`config.mk`:
```
export PLATFORM = sky130hd
export DESIGN_NAME = axis_burst_source_flat
export DESIGN_NICKNAME = d
export VERILOG_FILES = /design/src/rtl/axis_burst_source_if.sv /design/src/rtl/axis_burst_source.sv /design/src/flat_wrapper.sv
export SDC_FILE = /design/constraint.sdc
export NUM_CORES = 1
export LEC_CHECK = 0
export ABC_AREA = 1
export ABC_CLOCK_PERIOD_IN_PS = 2300
export CAP_MARGIN = 20
export CORE_MARGIN = 2
export CORE_UTILIZATION = 35
export DETAILED_ROUTE_END_ITERATION = 6
export SETUP_SLACK_MARGIN = 0.15
export SLEW_MARGIN = 0
export SYNTH_ARGS = -nofsm -noshare
export SYNTH_HDL_FRONTEND = slang
export SYNTH_SLANG_ARGS = --single-unit
```
`constraint.sdc`:
```
create_clock -name m01_axis_aclk -period 2.3 [get_ports m01_axis_aclk]
set_clock_uncertainty 0.15 [all_clocks]
set_input_delay 0.46 -clock m01_axis_aclk [delete_from_list [all_inputs] [get_ports m01_axis_aclk]]
set_output_delay 0.46 -clock m01_axis_aclk [all_outputs]
set_load 0.01 [all_outputs]
```
`src/rtl/axis_burst_source_if.sv`:
```
`default_nettype none
// ============================================================================
// Module   : axis_burst_source_if
// Brief    : AXI4-Stream master/slave bundle used by axis_burst_source.
// Revision : 1.0 - initial release
// ============================================================================
interface axis_burst_source_if #(
  parameter int DATA_WIDTH = 32
);
  logic [DATA_WIDTH-1:0]   tdata;
  logic [DATA_WIDTH/8-1:0] tstrb;
  logic                    tvalid;
  logic                    tlast;
  logic                    tready;

  modport master (
    output tdata,
    output tstrb,
    output tvalid,
    output tlast,
    input  tready
  );

  modport slave (
    input  tdata,
    input  tstrb,
    input  tvalid,
    input  tlast,
    output tready
  );
endinterface
`default_nettype wire

```
`src/rtl/axis_burst_source.sv`:
```
`default_nettype none
// ============================================================================
// Module   : axis_burst_source
// Brief    : Emits one AXI4-Stream burst of burst_len beats per start request;
//            data increments from seed, or follows a 32-bit Galois LFSR when
//            AXIS_SRC_LFSR_EN is defined (DATA_WIDTH must then be 32).
// Revision : 1.0 - initial release
// ============================================================================
module axis_burst_source #(
  parameter int DATA_WIDTH = 32,
  parameter int LEN_WIDTH  = 12
) (
  input  logic                 m01_axis_aclk,
  input  logic                 m01_axis_areset,
  input  logic                 start,
  input  logic [LEN_WIDTH-1:0] burst_len,
  input  logic [DATA_WIDTH-1:0] seed,
  output logic                 busy,
  output logic                 done,
  axis_burst_source_if.master  m01_axis
);

  localparam logic [1:0] S_IDLE = 2'd0;
  localparam logic [1:0] S_SEND = 2'd1;
  localparam logic [1:0] S_DONE = 2'd2;

  logic [1:0]              state_q,  state_d;
  logic [LEN_WIDTH-1:0]    cnt_q,    cnt_d;
  logic [LEN_WIDTH-1:0]    len_q,    len_d;
  logic [DATA_WIDTH-1:0]   tdata_q,  tdata_d;
  logic [DATA_WIDTH/8-1:0] tstrb_q,  tstrb_d;
  logic                    tvalid_q, tvalid_d;
  logic                    tlast_q,  tlast_d;
  logic                    done_q,   done_d;
  logic                    busy_q,   busy_d;

  logic [DATA_WIDTH-1:0]   seed_eff;
  logic [DATA_WIDTH-1:0]   data_next;

`ifdef AXIS_SRC_LFSR_EN
  // Taps for x^32+x^22+x^2+x+1 in right-shifting Galois form; zero would lock up.
  localparam logic [DATA_WIDTH-1:0] LFSR_TAPS = DATA_WIDTH'(32'h8020_0003);

  assign seed_eff  = (seed == '0) ? DATA_WIDTH'(1) : seed;
  assign data_next = {1'b0, tdata_q[DATA_WIDTH-1:1]} ^ (tdata_q[0] ? LFSR_TAPS : '0);
`else
  assign seed_eff  = seed;
  assign data_next = tdata_q + DATA_WIDTH'(1);
`endif

  always_comb begin
    state_d  = state_q;
    cnt_d    = cnt_q;
    len_d    = len_q;
    tdata_d  = tdata_q;
    tstrb_d  = tstrb_q;
    tvalid_d = tvalid_q;
    tlast_d  = tlast_q;
    done_d   = 1'b0;
    busy_d   = busy_q;

    case (state_q)
      S_IDLE: begin
        if (start && (burst_len != '0)) begin
          state_d  = S_SEND;
          len_d    = burst_len;
          cnt_d    = '0;
          tdata_d  = seed_eff;
          tstrb_d  = '1;
          tvalid_d = 1'b1;
          tlast_d  = (burst_len == LEN_WIDTH'(1));
          busy_d   = 1'b1;
        end
      end

      S_SEND: begin
        if (tvalid_q && m01_axis.tready) begin
          if (tlast_q) begin
            state_d  = S_DONE;
            tvalid_d = 1'b0;
            tlast_d  = 1'b0;
            tstrb_d  = '0;
            tdata_d  = '0;
            done_d   = 1'b1;
          end else begin
            // cnt never passes len-1, so it cannot wrap for any legal length.
            cnt_d   = cnt_q + LEN_WIDTH'(1);
            tdata_d = data_next;
            tlast_d = (cnt_d == (len_q - LEN_WIDTH'(1)));
          end
        end
      end

      S_DONE: begin
        state_d = S_IDLE;
        busy_d  = 1'b0;
      end

      default: begin
        state_d  = S_IDLE;
        tvalid_d = 1'b0;
        tlast_d  = 1'b0;
        tstrb_d  = '0;
        busy_d   = 1'b0;
      end
    endcase
  end

  always_ff @(posedge m01_axis_aclk or posedge m01_axis_areset) begin
    if (m01_axis_areset) begin
      state_q  <= S_IDLE;
      cnt_q    <= '0;
      len_q    <= '0;
      tdata_q  <= '0;
      tstrb_q  <= '0;
      tvalid_q <= 1'b0;
      tlast_q  <= 1'b0;
      done_q   <= 1'b0;
      busy_q   <= 1'b0;
    end else begin
      state_q  <= state_d;
      cnt_q    <= cnt_d;
      len_q    <= len_d;
      tdata_q  <= tdata_d;
      tstrb_q  <= tstrb_d;
      tvalid_q <= tvalid_d;
      tlast_q  <= tlast_d;
      done_q   <= done_d;
      busy_q   <= busy_d;
    end
  end

  assign m01_axis.tdata  = tdata_q;
  assign m01_axis.tstrb  = tstrb_q;
  assign m01_axis.tvalid = tvalid_q;
  assign m01_axis.tlast  = tlast_q;
  assign busy            = busy_q;
  assign done            = done_q;

endmodule
`default_nettype wire
```
`src/flat_wrapper.sv`:
```
// flat-port wrapper written by rule: the top's interface ports become plain ports
module axis_burst_source_flat 
#(
  parameter int DATA_WIDTH = 32,
  parameter int LEN_WIDTH  = 12
)
  (m01_axis_aclk, m01_axis_areset, start, burst_len, seed, busy, done, m01_axis_tdata, m01_axis_tstrb, m01_axis_tvalid, m01_axis_tlast, m01_axis_tready);
  axis_burst_source_if #(.DATA_WIDTH(DATA_WIDTH)) m01_axis_i ();
  input  logic m01_axis_aclk;
  input  logic m01_axis_areset;
  input  logic start;
  input  logic [LEN_WIDTH-1:0] burst_len;
  input  logic [DATA_WIDTH-1:0] seed;
  output logic busy;
  output logic done;
  output wire logic [$bits(m01_axis_i.tdata)-1:0] m01_axis_tdata;
  output wire logic [$bits(m01_axis_i.tstrb)-1:0] m01_axis_tstrb;
  output wire logic [$bits(m01_axis_i.tvalid)-1:0] m01_axis_tvalid;
  output wire logic [$bits(m01_axis_i.tlast)-1:0] m01_axis_tlast;
  input wire logic [$bits(m01_axis_i.tready)-1:0] m01_axis_tready;
  assign m01_axis_tdata = m01_axis_i.tdata;
  assign m01_axis_tstrb = m01_axis_i.tstrb;
  assign m01_axis_tvalid = m01_axis_i.tvalid;
  assign m01_axis_tlast = m01_axis_i.tlast;
  assign m01_axis_i.tready = m01_axis_tready;
  axis_burst_source #(.DATA_WIDTH(DATA_WIDTH), .LEN_WIDTH(LEN_WIDTH)) u_core (.m01_axis_aclk(m01_axis_aclk), .m01_axis_areset(m01_axis_areset), .start(start), .burst_len(burst_len), .seed(seed), .busy(busy), .done(done), .m01_axis(m01_axis_i));
endmodule
```
==> implementation parameters <==
Parameter                              Value

Floorplanning
  Placeable core region ... 12000 um^2
  Site row count ... 40
  I/O pin cnt ... 88
  Horizontal die dimension ... 115 um
  Die area ... 13200 um^2
  Starting Density ... 35.8%
  Die Ht ... 115 um

Clock tree
  Root buffer selected by CTS ... sky130_fd_sc_hd__clkbuf_16
  Clock latency at the later pin of the worst-skew pair ... 0.34 ns
  Clock Sink Count ... 62
  H-tree depth ... 3
  Clock-pin transition on the worst setup and hold timing paths ... 0.05 ns
  Number of CTS-inserted buffers ... 9
  Buffer levels on the longest clock path ... 2
  CTS tree ... built

Global routing
  Wire length of the first global-routing pass ... 21000 um
  Maximum number of pins on one net before global-route repair ... 63
  Number of antenna violations at the first check in global routing ... 0
  Total congestion overflow after global routing ... 0
  Via count of the first global-routing pass ... 4507
  GR Util All Layers ... 19.8%

Yosys
  Synthesized netlist cell count ... 654
  Cell variety after synth ... 40
  Number of flops mapped to enable cells by yosys ... 0
  Post-synthesis sequential area ratio ... 36.1%
  Most instantiated library cell after synthesis ... sky130_fd_sc_hd__nand2_1
  Top_reg_cell synth ... sky130_fd_sc_hd__dfrtp_1
  Share of synthesized registers carrying an async set or reset ... 100%
  Synthesized netlist net count ... 705
  Cell accounting for the most synthesized area ... sky130_fd_sc_hd__dfrtp_1
  Yosys reg bits ... 62
  Post-synthesis instance area ... 4300 um^2
  Main area contributors after synthesis ... sky130_fd_sc_hd__dfrtp_1, sky130_fd_sc_hd__nand2_1, sky130_fd_sc_hd__inv_1
  Leading post-synthesis cells by instance count ... sky130_fd_sc_hd__nand2_1, sky130_fd_sc_hd__inv_1, sky130_fd_sc_hd__nor2_1, sky130_fd_sc_hd__dfrtp_1, sky130_fd_sc_hd__o21ai_0
  Syn_area_per_cell ... 6.58 um^2
  Warnings, synthesis ... 0
  Area share of the largest cell type after synthesis ... 36.1%

Final layout
  Post-synthesis to final-layout area growth ... 35.4%
  Ant diodes ... 0
  Number of cells in the finished layout apart from fillers ... 904
  Layout cell share with drive strength beyond 1 ... 11.6%
  Number of fillers in the final layout ... 1197
  Number of nets in the finished design ... 804

Power and ir drop
  Power per cell area ... 1310 nW/um^2
  Total power after layout ... 7.64 mW
  Static Leak ... 2.67 nW
  Peak ir drop on the vdd network ... 0.000529 V

Place
  Instance count after placement with tap cells included ... 887
  HPWL reported at the end of detailed placement ... 8980 um
  Last weighted congestion value of the routability-driven placer ... 0.821
  Number of buffers added on ports ... 87

Critical path
  Class of the most critical setup path ... reg2out
  Worst-path fanout max ... 7
  Number of buffers and inverters on the critical path ... 1
  List of cells traversed by the critical path ... clkdlybuf4s50_1
  Required time of the worst setup path ... 1.69 ns
  Cell with the biggest individual delay on the critical path ... sky130_fd_sc_hd__clkdlybuf4s50_1
  Family with the most delay on the worst path ... buffers and inverters
  Max stage delay on crit path ... 0.62 ns
  Kind of start point of the critical path ... flop
  CP arrival ... 1.45 ns
  Capturing element type of the critical path ... primary output

Run status
  Status ... finished clean

Timing
  Final Slew Violations ... 0
  Final Hold Viols ... 0
  Achievable frequency ... 485 MHz
  Final count of negative-setup-slack endpoints ... 0
  Max_slew headroom ... 66.9%
  Post-route minimum period ... 2.06 ns
  Final cycle utilization of the critical path ... 89.6%
  Pin slew with the least headroom to its limit ... 0.495 ns
  RSZ-0062 raised after global routing ... true

Drt
  Average wire length per cell after detail routing ... 13.5 um
  Number of remaining DRC errors ... 0
  Detailed Routing Iterations Pass 1 ... 5
  Per-cell via count in the routed design ... 5.02
  Count of vias placed by the detailed router ... 4539
  Overall routed net length ... 12200 um
  Post-detailed-route count of antenna-violating nets ... 0
  DR iter-0 viols ... 301

Flow run
  Max-cap violations ... 0

Min path
  Worst hold-check path type ... reg2reg
-- layer usage --
| metal | track usage [%] | wire (um) |
|---|---|---|
| met1 | 25.1 | 5460 |
| met4 | 7.55 | 233 |
| met3 | 3.69 | 616 |
| met2 | 33.7 | 5860 |
| met5 | 0 | 0 |
-- final timing paths --
path / depth (start not counted) / start / end / slack, ns
setup reg to reg: 11 / u_core.len_q[0] / u_core.m01_axis.tlast / 0.28
setup / recovery: 1 / u_core.m01_axis.tdata[15] / m01_axis_tdata[15] / 0.24
hold / removal: 2 / u_core.busy / u_core.busy / 0.36
min in group asynchronous: 3 / m01_axis_areset / u_core.len_q[1] / 0.41
max in group asynchronous: 3 / m01_axis_areset / u_core.m01_axis.tdata[6] / 1.29
hold reg to reg: 2 / u_core.busy / u_core.busy / 0.36
-- metrics by stage --
stage	worst slack, ns	cell area, um^2	utilization [%]	setup TNS (ns)	hold WS, ns
floorplan	0.378	4310	-	0	0.325
global placement	-0.177	5440	45.3	-3.61	0.320
detailed placement	-0.254	5440	45.3	-4.86	0.348
CTS	0.164	5730	47.7	0	0.360
global route	0.116	5830	48.5	0	0.408
finish	0.240	5830	48.5	0	0.360
-- state kept, by name (all words and copies together), names as in the netlist --
signal and flops:
u_core.state_q 2, u_core.len_q 12, u_core.busy 1, u_core.m01_axis.tdata 32, u_core.done 1, u_core.m01_axis.tstrb 1
u_core.m01_axis.tlast 1, u_core.cnt_q 12
-- cells by family (layout without fill, tap and decap cells) --
family | count (synthesis) | count (layout) | share of synthesized area (%)
DFF | 62 | 62 | 36.1
AOI/OAI and AO/OA | 113 | 113 | 14.8
adders and majority gates | 3 | 3 | 0.873
buffers and inverters | 103 | 206 | 9.54
and+or+nand+nor | 366 | 366 | 37.3
xor gates and xnor gates | 7 | 7 | 1.43
-- worst reg2reg max path: stages, from the launching register on --
cell and delay (ns):
sky130_fd_sc_hd__dfrtp_1 0.42, sky130_fd_sc_hd__inv_1 0.14, sky130_fd_sc_hd__ha_2 0.23, sky130_fd_sc_hd__nand4_1 0.14, sky130_fd_sc_hd__nor2_1 0.22, sky130_fd_sc_hd__xor2_1 0.18, sky130_fd_sc_hd__nand2_1 0.06, sky130_fd_sc_hd__nand2_1 0.07
sky130_fd_sc_hd__nand4_1 0.13, sky130_fd_sc_hd__nand2_1 0.11, sky130_fd_sc_hd__nand2_1 0.05, sky130_fd_sc_hd__nand2_1 0.06
-- where the power goes --
part | switching (mW) | total (mW) | leakage (nW) | internal (mW)
Sequential | 0.646 | 2.22 | 0.752 | 1.58
Clock | 0.478 | 1.32 | 0.142 | 0.841
Combinational | 2.31 | 4.10 | 1.77 | 1.78
-- cell type report --
class                           count  area, um^2  share of cell area, %
Clock buffer                       15         288                   4.94
Inverter                           83         315                   5.41
Multi-Input combinational cell    489        2410                   41.4
Sequential cell                    62        1560                   26.8
Tap cell                          147         184                   3.16
Timing Repair Buffer              108        1070                   18.3
-- repair_timing --
item	4_1_cts	5_1_grt
hold endpoints to repair	0	0
hold buffers	0	0
pin swaps	0	6
setup buffers	0	2
resized for setup	1	32
endpoints found under the setup margin	8	42
-- cell usage in the layout, fill, tap and decap left out, types with 10 or more instances in the layout --
| cell | synthesis | layout |
|---|---|---|
| sky130_fd_sc_hd__nand2_1 | 203 | 202 |
| sky130_fd_sc_hd__clkdlybuf4s50_1 | 0 | 87 |
| sky130_fd_sc_hd__inv_1 | 81 | 76 |
| sky130_fd_sc_hd__nor2_1 | 73 | 65 |
| sky130_fd_sc_hd__dfrtp_1 | 62 | 56 |
| sky130_fd_sc_hd__nand3_1 | 41 | 40 |
| sky130_fd_sc_hd__o21ai_0 | 44 | 40 |
| sky130_fd_sc_hd__a21oi_1 | 35 | 35 |
| sky130_fd_sc_hd__buf_4 | 4 | 18 |
| sky130_fd_sc_hd__nand4_1 | 13 | 13 |
| sky130_fd_sc_hd__o21ai_1 | 7 | 11 |
| sky130_fd_sc_hd__nor3_1 | 12 | 10 |
Power figures use the tool's default switching activity.
